[config.mk]
export PLATFORM = sky130hd
export DESIGN_NAME = pll_lock_sequencer_flat
export DESIGN_NICKNAME = d
export VERILOG_FILES = /design/src/rtl/pll_lock_sequencer_pkg.sv /design/src/rtl/pll_lock_sequencer_if.sv /design/src/rtl/pll_lock_sequencer_sync_2ff.sv /design/src/rtl/pll_lock_sequencer.sv /design/src/flat_wrapper.sv
export SDC_FILE = /design/constraint.sdc
export NUM_CORES = 1
export LEC_CHECK = 0
export ABC_AREA = 0
export CORE_AREA = 2 2 64 66
export DETAILED_ROUTE_END_ITERATION = 16
export DIE_AREA = 0 0 66 68
export HOLD_SLACK_MARGIN = 0.05
export PLACE_DENSITY_LB_ADDON = 0.2
export SETUP_SLACK_MARGIN = 0.4
export SLEW_MARGIN = 15
export SYNTH_ARGS = -nofsm -noshare
export SYNTH_HDL_FRONTEND = slang
export SYNTH_SLANG_ARGS = --single-unit
[constraint.sdc]
create_clock -name refclk_i -period 1.9 [get_ports refclk_i]
set_input_delay 0.38 -clock refclk_i [delete_from_list [all_inputs] [get_ports refclk_i]]
set_output_delay 0.38 -clock refclk_i [all_outputs]
set_load 0.02 [all_outputs]
[src/rtl/pll_lock_sequencer_pkg.sv]
// +--------------------------------------------------------------------+
// | pll_seq_pkg : shared types for the PLL lock sequencer   (rev 1.0)  |
// +--------------------------------------------------------------------+
`timescale 1ns/1ps
`default_nettype none

package pll_seq_pkg;

  localparam int STATE_W = 3;
  localparam int RETRY_W = 4;

  typedef enum logic [STATE_W-1:0] {
    HOLD      = 3'd0,
    WAIT_LOCK = 3'd1,
    SETTLE    = 3'd2,
    RUN       = 3'd3,
    FAULT     = 3'd4
  } state_e;

endpackage

`default_nettype wire

[src/rtl/pll_lock_sequencer_if.sv]
// +--------------------------------------------------------------------+
// | pll_lock_sequencer_if : PLL control/status bundle       (rev 1.0)  |
// +--------------------------------------------------------------------+
`timescale 1ns/1ps
`default_nettype none

interface pll_lock_sequencer_if;
  import pll_seq_pkg::*;

  logic               pll_locked;
  logic               restart_req;
  logic               pll_rst;
  logic               sys_rst_n;
  logic               ready;
  logic               lock_lost;
  logic               fault;
  logic [RETRY_W-1:0] retry_cnt;
  logic [STATE_W-1:0] state;

  // master is the sequencer itself; slave is the PLL wrapper / board side
  modport master (
    input  pll_locked, restart_req,
    output pll_rst, sys_rst_n, ready, lock_lost, fault, retry_cnt, state
  );

  modport slave (
    output pll_locked, restart_req,
    input  pll_rst, sys_rst_n, ready, lock_lost, fault, retry_cnt, state
  );

endinterface

`default_nettype wire

[src/rtl/pll_lock_sequencer_sync_2ff.sv]
// +--------------------------------------------------------------------+
// | sync_2ff : two-flop synchronizer for a single async level (rev 1.0)|
// +--------------------------------------------------------------------+
`timescale 1ns/1ps
`default_nettype none

module sync_2ff (
  input  logic clk_i,
  input  logic rst_n_i,
  input  logic d_i,
  output logic q_o
);

  logic meta_q;
  logic sync_q;

  always_ff @(posedge clk_i or negedge rst_n_i) begin
    if (!rst_n_i) begin
      meta_q <= 1'b0;
      sync_q <= 1'b0;
    end else begin
      meta_q <= d_i;
      sync_q <= meta_q;
    end
  end

  assign q_o = sync_q;

endmodule

`default_nettype wire

[src/rtl/pll_lock_sequencer.sv]
// +--------------------------------------------------------------------+
// | pll_lock_sequencer : PLL reset/lock/settle sequencer    (rev 1.0)  |
// | Optional lock-timeout retry/FAULT logic: PLL_SEQ_TIMEOUT_EN        |
// +--------------------------------------------------------------------+
`timescale 1ns/1ps
`default_nettype none

module pll_lock_sequencer
  import pll_seq_pkg::*;
#(
  parameter int RST_CYCLES     = 16,
  parameter int SETTLE_CYCLES  = 1024,
  parameter int TIMEOUT_CYCLES = 65536,
  parameter int MAX_RETRY      = 4,
  parameter int CNT_W          = 17
) (
  input  logic                 refclk_i,
  input  logic                 rst_n_i,
  pll_lock_sequencer_if.master seq_if
);

  // Elaboration-time parameter sanity
  if (RST_CYCLES < 2) begin : g_chk_rst_cycles
    $error("pll_lock_sequencer: RST_CYCLES must be >= 2");
  end
  if (SETTLE_CYCLES < 1) begin : g_chk_settle_cycles
    $error("pll_lock_sequencer: SETTLE_CYCLES must be >= 1");
  end
  if (MAX_RETRY < 1 || MAX_RETRY > 15) begin : g_chk_max_retry
    $error("pll_lock_sequencer: MAX_RETRY must be in 1..15");
  end
  if (CNT_W < 1 || CNT_W > 30 ||
      (RST_CYCLES - 1)     >= (1 << CNT_W) ||
      (SETTLE_CYCLES - 1)  >= (1 << CNT_W) ||
      (TIMEOUT_CYCLES - 1) >= (1 << CNT_W)) begin : g_chk_cnt_w
    $error("pll_lock_sequencer: CNT_W too narrow for the cycle parameters");
  end

  localparam logic [CNT_W-1:0] c_RST_LOAD    = CNT_W'(RST_CYCLES - 1);
  localparam logic [CNT_W-1:0] c_SETTLE_LOAD = CNT_W'(SETTLE_CYCLES - 1);
`ifdef PLL_SEQ_TIMEOUT_EN
  localparam logic [CNT_W-1:0]   c_WAIT_LOAD = CNT_W'(TIMEOUT_CYCLES - 1);
  localparam logic [RETRY_W-1:0] c_MAX_RETRY = RETRY_W'(MAX_RETRY);
`else
  localparam logic [CNT_W-1:0]   c_WAIT_LOAD = '0;
`endif

  logic             lock_s;
  state_e           state_q,     state_d;
  logic [CNT_W-1:0] cnt_q,       cnt_d;
  logic             lock_lost_q, lock_lost_d;
  logic             pll_rst_q,   pll_rst_d;
  logic             sys_rst_n_q, sys_rst_n_d;
  logic             ready_q,     ready_d;
`ifdef PLL_SEQ_TIMEOUT_EN
  logic [RETRY_W-1:0] retry_q,   retry_d;
  logic               fault_q,   fault_d;
`endif

  sync_2ff u_lock_sync (
    .clk_i   (refclk_i),
    .rst_n_i (rst_n_i),
    .d_i     (seq_if.pll_locked),
    .q_o     (lock_s)
  );

  always_ff @(posedge refclk_i or negedge rst_n_i) begin
    if (!rst_n_i) begin
      state_q     <= HOLD;
      cnt_q       <= c_RST_LOAD;
      lock_lost_q <= 1'b0;
      pll_rst_q   <= 1'b1;
      sys_rst_n_q <= 1'b0;
      ready_q     <= 1'b0;
`ifdef PLL_SEQ_TIMEOUT_EN
      retry_q     <= '0;
      fault_q     <= 1'b0;
`endif
    end else begin
      state_q     <= state_d;
      cnt_q       <= cnt_d;
      lock_lost_q <= lock_lost_d;
      pll_rst_q   <= pll_rst_d;
      sys_rst_n_q <= sys_rst_n_d;
      ready_q     <= ready_d;
`ifdef PLL_SEQ_TIMEOUT_EN
      retry_q     <= retry_d;
      fault_q     <= fault_d;
`endif
    end
  end

  // The counter is reloaded on every state entry and counts down while resident.
  always_comb begin
    state_d     = state_q;
    cnt_d       = cnt_q;
    lock_lost_d = lock_lost_q;
`ifdef PLL_SEQ_TIMEOUT_EN
    retry_d     = retry_q;
`endif
    if (seq_if.restart_req) begin
      state_d     = HOLD;
      cnt_d       = c_RST_LOAD;
      lock_lost_d = 1'b0;
`ifdef PLL_SEQ_TIMEOUT_EN
      retry_d     = '0;
`endif
    end else begin
      unique case (state_q)
        HOLD: begin
          if (cnt_q == '0) begin
            state_d = WAIT_LOCK;
            cnt_d   = c_WAIT_LOAD;
          end else begin
            cnt_d = cnt_q - CNT_W'(1);
          end
        end
        WAIT_LOCK: begin
          if (lock_s) begin
            state_d = SETTLE;
            cnt_d   = c_SETTLE_LOAD;
`ifdef PLL_SEQ_TIMEOUT_EN
          end else if (cnt_q == '0) begin
            // retry_q stays below MAX_RETRY here, so the increment never wraps
            if (retry_q + RETRY_W'(1) == c_MAX_RETRY) begin
              state_d = FAULT;
              cnt_d   = '0;
              retry_d = c_MAX_RETRY;
            end else begin
              state_d = HOLD;
              cnt_d   = c_RST_LOAD;
              retry_d = retry_q + RETRY_W'(1);
            end
          end else begin
            cnt_d = cnt_q - CNT_W'(1);
`endif
          end
        end
        SETTLE: begin
          if (!lock_s) begin
            state_d = WAIT_LOCK;
            cnt_d   = c_WAIT_LOAD;
          end else if (cnt_q == '0) begin
            state_d = RUN;
            cnt_d   = '0;
          end else begin
            cnt_d = cnt_q - CNT_W'(1);
          end
        end
        RUN: begin
          if (!lock_s) begin
            state_d     = HOLD;
            cnt_d       = c_RST_LOAD;
            lock_lost_d = 1'b1;
`ifdef PLL_SEQ_TIMEOUT_EN
            retry_d     = '0;
`endif
          end
        end
        FAULT: begin
          state_d = FAULT;
        end
        default: begin
          state_d = HOLD;
          cnt_d   = c_RST_LOAD;
        end
      endcase
    end
  end

  // Outputs decode the next state so they change in the cycle the state is entered.
  always_comb begin
    pll_rst_d   = (state_d == HOLD) || (state_d == FAULT);
    sys_rst_n_d = (state_d == RUN);
    ready_d     = (state_d == RUN);
`ifdef PLL_SEQ_TIMEOUT_EN
    fault_d     = (state_d == FAULT);
`endif
  end

  assign seq_if.pll_rst   = pll_rst_q;
  assign seq_if.sys_rst_n = sys_rst_n_q;
  assign seq_if.ready     = ready_q;
  assign seq_if.lock_lost = lock_lost_q;
  assign seq_if.state     = state_q;
`ifdef PLL_SEQ_TIMEOUT_EN
  assign seq_if.retry_cnt = retry_q;
  assign seq_if.fault     = fault_q;
`else
  assign seq_if.retry_cnt = '0;
  assign seq_if.fault     = 1'b0;
`endif

endmodule

`default_nettype wire

[src/flat_wrapper.sv]
// flat-port wrapper written by rule: the top's interface ports become plain ports
module pll_lock_sequencer_flat import pll_seq_pkg::*;
#(
  parameter int RST_CYCLES     = 16,
  parameter int SETTLE_CYCLES  = 1024,
  parameter int TIMEOUT_CYCLES = 65536,
  parameter int MAX_RETRY      = 4,
  parameter int CNT_W          = 17
)
  (refclk_i, rst_n_i, seq_if_pll_locked, seq_if_restart_req, seq_if_pll_rst, seq_if_sys_rst_n, seq_if_ready, seq_if_lock_lost, seq_if_fault, seq_if_retry_cnt, seq_if_state);
  pll_lock_sequencer_if seq_if_i ();
  input  logic refclk_i;
  input  logic rst_n_i;
  input wire logic [$bits(seq_if_i.pll_locked)-1:0] seq_if_pll_locked;
  input wire logic [$bits(seq_if_i.restart_req)-1:0] seq_if_restart_req;
  output wire logic [$bits(seq_if_i.pll_rst)-1:0] seq_if_pll_rst;
  output wire logic [$bits(seq_if_i.sys_rst_n)-1:0] seq_if_sys_rst_n;
  output wire logic [$bits(seq_if_i.ready)-1:0] seq_if_ready;
  output wire logic [$bits(seq_if_i.lock_lost)-1:0] seq_if_lock_lost;
  output wire logic [$bits(seq_if_i.fault)-1:0] seq_if_fault;
  output wire logic [$bits(seq_if_i.retry_cnt)-1:0] seq_if_retry_cnt;
  output wire logic [$bits(seq_if_i.state)-1:0] seq_if_state;
  assign seq_if_i.pll_locked = seq_if_pll_locked;
  assign seq_if_i.restart_req = seq_if_restart_req;
  assign seq_if_pll_rst = seq_if_i.pll_rst;
  assign seq_if_sys_rst_n = seq_if_i.sys_rst_n;
  assign seq_if_ready = seq_if_i.ready;
  assign seq_if_lock_lost = seq_if_i.lock_lost;
  assign seq_if_fault = seq_if_i.fault;
  assign seq_if_retry_cnt = seq_if_i.retry_cnt;
  assign seq_if_state = seq_if_i.state;
  pll_lock_sequencer #(.RST_CYCLES(RST_CYCLES), .SETTLE_CYCLES(SETTLE_CYCLES), .TIMEOUT_CYCLES(TIMEOUT_CYCLES), .MAX_RETRY(MAX_RETRY), .CNT_W(CNT_W)) u_core (.refclk_i(refclk_i), .rst_n_i(rst_n_i), .seq_if(seq_if_i));
endmodule
=== Yosys cells after proc, flatten, opt, wreduce, memory -nomap -nowiden ===
Index checks and enable logic that the tools add are counted.

* Bits in latches: 0
* Output and inout port bits: 12
* Bits of input ports: 4
* Bits in read-only memories: 0
* RAM bits: 0
* Flip-flop bits (word level): 25
* Memories kept: 0

* Muxes and demuxes: 16
* Div/mod/pow operators: 0
* $lt $le $gt $ge: 0
* Reduce and logical (&&, ||, !) cells: 7
* Shift-type cells: 0
* $add $sub $neg: 1
* Bitwise logic cells: 0
* Equal/unequal tests: 10
* Multiply operators: 0

{| class="wikitable"
|+ Operators by type and width
! operator !! count
|-
| $mux 17 || 5
|-
| $pmux 17 s5 || 1
|-
| $mux 3 || 6
|-
| $logic_not 17->1 || 1
|-
| $sub 17x1->17 const B || 1
|-
| $pmux 3 s5 || 1
|-
| $eq 3x2->1 const B || 3
|-
| $eq 3x3->1 const B || 2
|-
| $logic_not 3->1 || 2
|-
| $ne 3x3->1 const B || 2
|-
| $ne 2x2->1 const B || 2
|-
| $eq 3x1->1 const B || 1
|-
| $mux 1 || 3
|-
| $reduce_and 3->1 || 1
|-
| $reduce_and 2->1 || 1
|-
| $reduce_bool 2->1 || 1
|-
| $logic_or 1x1->1 || 1
|}

=== Longest topological paths before layout ===
Gate-level depths: netlist of run 1.

* Depth in word-level cells: 7
* Gate-level depth with buffers: 8

=== By module ===
Synthesis of run 1 repeated with hierarchy kept, for this count alone.

* Cells, all modules: 162
* Area, all modules: 1,551.5 um^2

{| class="wikitable"
|+ Modules (own cells, without submodules)
! module !! area an instance (um^2) !! cells each !! seq. area each (um^2) !! times used
|-
| pll_lock_sequencer || 1,501.4 || 160 || 581.8 || 1
|-
| sync_2ff || 50.0 || 2 || 50.0 || 1
|}

=== Worst setup path before layout of run 1 ===
OpenSTA, ideal clock, no wires.

* Path type: register to register
* Start: register u_core.cnt_q[0]
* End: register u_core.cnt_q[14]
* Library setup time: 127 ps
* Path slack: 19 ps
* Arrival time: 1,754 ps
* Required time: 1,773 ps
* Stages on the path, launching flop included: 9
* Path through: dfstp_2 > inv_1 > ha_1 > or4b_1 > clkbuf_1 > nor3_2 > nand2_1 > a21oi_1 > mux2i_1

* Cells in the longest elaborated chain, start to end: 5

{| class="wikitable"
|+ Ends and longest elaborated chain
! what !! line !! source
|-
| from (decl) || pll_lock_sequencer.sv:50 || <nowiki>logic [CNT_W-1:0] cnt_q, cnt_d;</nowiki>
|-
| from (signal assigned) || pll_lock_sequencer.sv:70 || <nowiki>cnt_q <= c_RST_LOAD;</nowiki>
|-
| from (signal assigned) || pll_lock_sequencer.sv:81 || <nowiki>cnt_q <= cnt_d;</nowiki>
|-
| $sub 17x1->17 / $logic_not 17->1 (equally long branches) || - ||
|-
| $mux 17 * || pll_lock_sequencer.sv:111, pll_lock_sequencer.sv:143 ||
|-
| $mux 17 || pll_lock_sequencer.sv:140 || <nowiki>if (!lock_s) begin</nowiki>
|-
| $pmux 17 s5 * || pll_lock_sequencer.sv:109 || <nowiki>unique case (state_q)</nowiki>
|-
| $mux 17 * || pll_lock_sequencer.sv:101 || <nowiki>if (seq_if.restart_req) begin</nowiki>
|}

Every way passes the cells marked *; elsewhere a longest branch is shown, timed or not.
A chain may end at the register's enable or synchronous reset.

=== Worst setup path after layout of run 1 ===
* Start: register u_core.cnt_q[11]
* End: register u_core.cnt_q[8]

* Cells in the longest elaborated chain, start to end: 5

{| class="wikitable"
|+ Ends and longest elaborated chain
! what !! line
|-
| $logic_not 17->1 * || pll_lock_sequencer.sv:111, pll_lock_sequencer.sv:143
|-
| $mux 17 * || pll_lock_sequencer.sv:111, pll_lock_sequencer.sv:143
|-
| $mux 17 || pll_lock_sequencer.sv:140
|-
| $pmux 17 s5 * || pll_lock_sequencer.sv:109
|-
| $mux 17 * || pll_lock_sequencer.sv:101
|}

Marks and branches as above.

==> results.cfg, run 1 <==
[cells_and_area]
flow.area_growth_from_synthesis_pct = 30.0
post_route_cells_drive_above_1_share = 0.342
postLayoutCellArea_sq_mm = 0.00189
final_util = 0.491
fillers = 367
finish.cell_count_without_fillers = 240
final_net_count = 197
n_antenna_cell = 0

[global_route]
grt_first_pass_wirelength_um = 5800
antenna_violations_before_repair = 0
number_of_global_route_vias_before_repair = 1243
grt_use_total = 0.170
grt_start_max_net_pins = 26
gr-total-overflow = 0

[timing]
layout_worst_path_cycle_share = 1.00
rsz0062_at_grt = true
fmax_mhz = 526
finalWorstPathRequiredPeriod_ps = 1900
hold_ws_ps = 359
timing.final.setup_violations = 1
setup_ws_final_ps = -2.50
hold_violations = 0
finalMaxSlewViolations = 0
finalClockSkew_ps = 4.37

[die]
die_area_sq_mm = 0.00449
chipWidth_um = 66
floorplan.io_pins = 16
core_area_sq_mm = 0.00386
die_height_um = 68
std_cell_rows = 23
start_util = 0.378

[clock_network]
tritoncts = built
cts_buffers = 3
cts_buffer_depth = 2
cts.root.buffer_cell = clkbuf_8
ctsHtreeMaxLevel = 1
cts.sink_count = 25
worst_skew_pair.late_latency_ps = 270
cts.clk_slew.worst_paths_ps = 90

[routing]
dr.first_iter.drc_count = 139
drt-wirelength-per-cell_um = 14.0
drt_drc_violations_left = 0
wl_final_um = 3370
post_drt_via_cell_ratio = 5.28
postRouteAntennaNets = 0
vias = 1266
drt_first_pass_iters = 4

[worst_setup_path]
critPathMaxFanout = 5
timing.critical_path.arrival_ps = 2060
critical_path_source_type = register
crit_required_ps = 2060
worst_path_largest_cell_delay_ps = 560
critical-path-slowest-cell = or4_4
worst_setup_path_end_kind = register
worstSetupPathType = reg2reg
timing.critical_path.cells = or4_4 > nor3_4 > a21boi_2 > buf_4 > a221o_1

[placement]
place.port_buffers = 10
post_dp_cell_area_sq_mm = 0.00175
hpwlAfterDp_um = 2350
finalWeightedCongestion = 0.911
numPlacedInstances = 230

[logic_synthesis]
yosys_top_cell_area_share = 0.344
edff_count_synth = 0
synth_async_sr_flop_share = 1.00
synth_area_sq_mm = 0.00146
synth_cells = 157
seq_area_frac_synth = 0.434
avgSynthCellArea_sq_um = 9.28
netlist.top_cell.by_area = dfrtp_1
post_synth_num_cell_types = 46
netlist_top_cells_area = dfrtp_1, dfstp_2, a21oi_1
synth_flop_cell = dfrtp_1
synth.yosys.warnings = 0
yosys_register_bits = 25

[power_and_ir_drop]
power-per-cell-area_mw_per_mm2 = 516
cellLeakagePower_nw = 0.881
peakVddDrop_mv = 0.385
finalPower_uw = 978

[run]
maxCapViolCount = 0

[status]
violated_checks = setup timing
status = finished with violations

[min_path]
hold_path.class = reg2reg
-- final cells by class --
type | instances | area, sq um | share of cell area
tap | 50 | 62.6 | 0.0330
timing repair buffer | 37 | 300 | 0.159
clock buffer | 4 | 45.0 | 0.0238
sequential | 25 | 636 | 0.336
multi-input combinational | 120 | 835 | 0.441
inverter | 4 | 15.0 | 0.00793
-- flip-flops by register name, indices dropped and copies added (netlist names) --
register and count:
u_core.cnt_q 17, u_core.seq_if.state 3, u_core.seq_if.lock_lost 1, u_core.seq_if.pll_rst 1
u_core.seq_if.sys_rst_n 1, u_core.u_lock_sync.meta_q 1, u_core.u_lock_sync.q_o 1
-- cell usage after synthesis, types with 2 or more instances --
library cell and number:
nand2_1 13, nor3_2 2, nor3_4 2, mux2i_1 3, ha_1 2, or3_1 3, nand3_1 9, o21ai_1 2
a211o_1 2, a32o_1 2, a221o_1 3, and2_1 2, nor3b_1 2, nor2_1 15, and4_1 2, inv_1 4
o21ai_0 6, buf_2 3, clkbuf_1 2, buf_4 6, nor2b_1 2, or2_2 2, dfstp_2 5, dfrtp_1 20
nor4_1 2, a21oi_1 12, nor3_1 8, nand2b_1 3
-- path summary, 6_finish.rpt --
| path | startpoint | end | slack [ps] | cells after the start |
|---|---|---|---|---|
| min | u_core.u_lock_sync.meta_q | u_core.u_lock_sync.q_o | 360 | 0 |
| max reg2reg | u_core.cnt_q[11] | u_core.cnt_q[8] | -3 | 5 |
| min in group asynchronous | rst_n_i | u_core.cnt_q[10] | 470 | 2 |
| min reg2reg | u_core.u_lock_sync.meta_q | u_core.u_lock_sync.q_o | 360 | 0 |
| max | u_core.cnt_q[11] | u_core.cnt_q[8] | -3 | 5 |
| max in group asynchronous | rst_n_i | u_core.cnt_q[2] | 1140 | 2 |
-- worst max-delay path, delay by kind of cell (launching register included) --
kind,cells,cell delay (ps)
AND/OR/NAND/NOR,2,790
buffers and inverters,1,170
AO/OA/AOI/OAI,2,450
flip-flops,1,380
-- what timing repair did --
item | in CTS | in global routing
resized for setup | 26 | 4
gates cloned | 1 | 0
setup endpoints to repair | 27 | 22
hold buffers | 0 | 0
buffers inserted | 3 | 2
pin swaps | 10 | 1
-- cell families (layout without fill, tap and decap cells) --
kind of cell | count (synthesis) | after routing | synth area share
buffers and inverters | 16 | 45 | 0.0593
and+or+nand+nor | 71 | 71 | 0.275
DFF | 25 | 25 | 0.434
other | 1 | 5 | 0.00257
adders and majority gates | 2 | 2 | 0.0172
AOI/OAI and AO/OA | 38 | 38 | 0.186
xor gates and xnor gates | 1 | 1 | 0.00601
muxes | 3 | 3 | 0.0206
-- per-layer routing --
metal,part of all wire,global-route usage,up-vias
met1,0.44,0.215,604
met2,0.50,0.290,30
met5,0,0,-
li1,-,-,628
met4,0.016,0.0536,0
met3,0.043,0.0378,4
-- report_power, final --
group	internal [mW]	switching, mW
clock network	0.150	0.167
registers	0.544	0.00758
logic	0.0505	0.0587
-- cell usage in the layout, fill, tap and decap left out, types with 3 or more instances in the layout --
master and count:
buf_4 25, dfrtp_1 17, nor2_1 15, nand2_1 12
nand3_1 9, nor3_1 7, a21oi_2 7, o21ai_1 5
a21oi_1 5, conb_1 5, dfstp_2 5, dlygate4sd2_1 4
nor3_4 3, or3_1 3, mux2i_1 3, a221o_1 3
o21ai_0 3, clkbuf_8 3, clkdlybuf4s50_1 3, dfrtp_2 3
-- metrics by stage --
| stage | worst slack, ps | TNS, ps |
|---|---|---|
| global route | -74.3 | -553 |
| floorplan | 74.7 | 0 |
| global placement | -15.1 | -22.0 |
| CTS | -7.37 | -7.37 |
| finish | -2.50 | -2.50 |
| detailed placement | -60.7 | -194 |
No activity file was read; power rests on OpenSTA's default activity.
==> inputs of run 2 (changes only) <==
--- a/config.mk
+++ b/config.mk
@@ -6,9 +6,9 @@
 export NUM_CORES = 1
 export LEC_CHECK = 0
 export ABC_AREA = 0
-export CORE_AREA = 2 2 64 66
+export CORE_AREA = 2 2 89 48
 export DETAILED_ROUTE_END_ITERATION = 16
-export DIE_AREA = 0 0 66 68
+export DIE_AREA = 0 0 91 50
 export HOLD_SLACK_MARGIN = 0.05
 export PLACE_DENSITY_LB_ADDON = 0.2
 export SETUP_SLACK_MARGIN = 0.4
==> run 2 against run 1 <==
  * Largest cell class unchanged
  * Highest routed layer unchanged
  * First-iteration DRC count fell by 45%
  * Clock power up 3%
  * The run still ends with setup timing left
  * Register-to-register slack lost 50 ps
  * Clock-buffer cell count unchanged
  * Setup slack worse by 51 ps
  * Critical path type unchanged
  * Final area rose by 0.59%
  * Die area grew 1.4%
==> results.cfg, run 2 (same netlist as run 1, synthesis figures left out) <==
[routing]
dr.first_iter.drc_count = 77
drt_first_pass_iters = 4
drt_drc_violations_left = 0
postRouteAntennaNets = 0
post_drt_via_cell_ratio = 5.32
vias = 1298
wl_final_um = 3540
drt-wirelength-per-cell_um = 14.5

[worst_setup_path]
crit_buf_inv = 0
timing.critical_path.arrival_ps = 2110
crit_required_ps = 2060
reg2regPathDepth = 5
timing.critical_path.cells = or4_4 > nor3_4 > a21bo_4 > o21ai_1 > a221o_1
worst_setup_path_end_kind = register
critical-path-slowest-cell = or4_4
critPathMaxFanout = 9
worstSetupPathType = reg2reg
r2r_slack_ps = -50
critical_path_source_type = register
crit-reg2reg-launch = u_core.cnt_q[11]
worst_path_dominant_cell_family = simple AND/OR/NAND/NOR gates
worst_path_largest_cell_delay_ps = 570
r2r-end = u_core.cnt_q[6]
worstSetupPathDepth = 5

[global_route]
number_of_global_route_vias_before_repair = 1164
antenna_violations_before_repair = 0
grt_first_pass_wirelength_um = 5890
gr-total-overflow = 0
grt_use_total = 0.168
grt_start_max_net_pins = 16

[cells_and_area]
layout.cells.most_common = buf_4
final-seq-area_sq_um = 636
post_route_cells_drive_above_1_share = 0.342
n_antenna_cell = 0
area_taken_by_multi_input_logic_gates_sq_um = 840
layout.cells.most_common_list = buf_4, dfrtp_1, nor2_1
fillers = 365
finish.cell_count_without_fillers = 244
final_net_count = 197
largest_register_ffs = 17
postLayoutCellArea_sq_mm = 0.00190
flow.area_growth_from_synthesis_pct = 30.8
top_register = u_core.cnt_q
final_util = 0.506

[power_and_ir_drop]
pwr-share-seq = 0.552
combPwrFrac = 0.121
peakVddDrop_mv = 0.258
power.internal_uw = 749
power-per-cell-area_mw_per_mm2 = 523
finalPower_uw = 996
power.switching_fraction = 0.247
clock_power_share = 0.327
total_switching_power_uw = 246
cellLeakagePower_nw = 0.902

[placement]
finalWeightedCongestion = 0.833
numPlacedInstances = 235
post_dp_cell_area_sq_mm = 0.00177
place.port_buffers = 10
hpwlAfterDp_um = 2590
detailedPlace.worstSlack_ps = -46.8

[min_path]
min-delay-start = u_core.u_lock_sync.meta_q
hold_path.class = reg2reg
worstHoldEndpoint = u_core.u_lock_sync.q_o
min_delay_path_depth = 0

[run]
maxCapViolCount = 0

[timing]
finalMaxSlewViolations = 0
timing.setup.tns_ps = -217
hold_violations = 0
timing.final.setup_violations = 9
layout_worst_path_cycle_share = 1.03
setup_ws_final_ps = -53.8
hold_ws_ps = 363
finalClockSkew_ps = 5.70
fmax_mhz = 512
rsz0062_at_grt = true
finalWorstPathRequiredPeriod_ps = 1950

[die]
chipWidth_um = 91
die_area_sq_mm = 0.00455
floorplan.io_pins = 16
start_util = 0.387
die_height_um = 50
core_area_sq_mm = 0.00376
std_cell_rows = 16

[clock_network]
cts_buffer_depth = 2
cts-hold-fix-buffers = 0
cts_buffers = 3
cts.sink_count = 25
tritoncts = built
cts.root.buffer_cell = clkbuf_8
ctsHtreeMaxLevel = 1
worst_skew_pair.late_latency_ps = 280
cts.clk_slew.worst_paths_ps = 90

[status]
violated_checks = setup timing
status = finished with violations
run 2: per-layer routing:
| metal | vias to the layer above | wire length (um) | global-route usage |
|---|---|---|---|
| met4 | 0 | 17 | 0.0379 |
| met5 | - | 0 | 0 |
| li1 | 628 | - | - |
| met2 | 32 | 1480 | 0.230 |
| met1 | 636 | 1920 | 0.265 |
| met3 | 2 | 124 | 0.0382 |
run 2: how the worst max path moves through the flow:
stage | start | end | slack, ps
3_5_place_dp | seq_if_restart_req | u_core.cnt_q[14] | -50
5_1_grt | u_core.cnt_q[11] | u_core.cnt_q[8] | -110
2_1_floorplan | u_core.cnt_q[11] | u_core.cnt_q[7] | 70
4_1_cts | u_core.cnt_q[0] | u_core.cnt_q[14] | -10
6_report | u_core.cnt_q[11] | u_core.cnt_q[6] | -50
3_3_place_gp | u_core.cnt_q[1] | u_core.cnt_q[14] | -30
run 2: what timing repair did:
item / CTS / global route
buffers inserted: 1 / 3
pin swaps: 0 / 7
cloned: 0 / 1
setup endpoints to repair: 27 / 24
gates resized for setup: 11 / 22
run 2: layout make-up:
type                       instances  share of cell area
tap                               54              0.0355
timing repair buffer              37               0.158
sequential                        25               0.334
multi-input combinational        120               0.441
inverter                           4             0.00788
clock buffer                       4              0.0237
run 2: power by group through the flow:
stage	Combinational, mW	Clock [mW]	Sequential [mW]
floorplan	0.0605	0	0.560
global placement	0.107	0	0.559
detailed placement	0.107	0	0.560
CTS	0.108	0.340	0.550
global route	0.131	0.369	0.552
finish	0.120	0.326	0.550
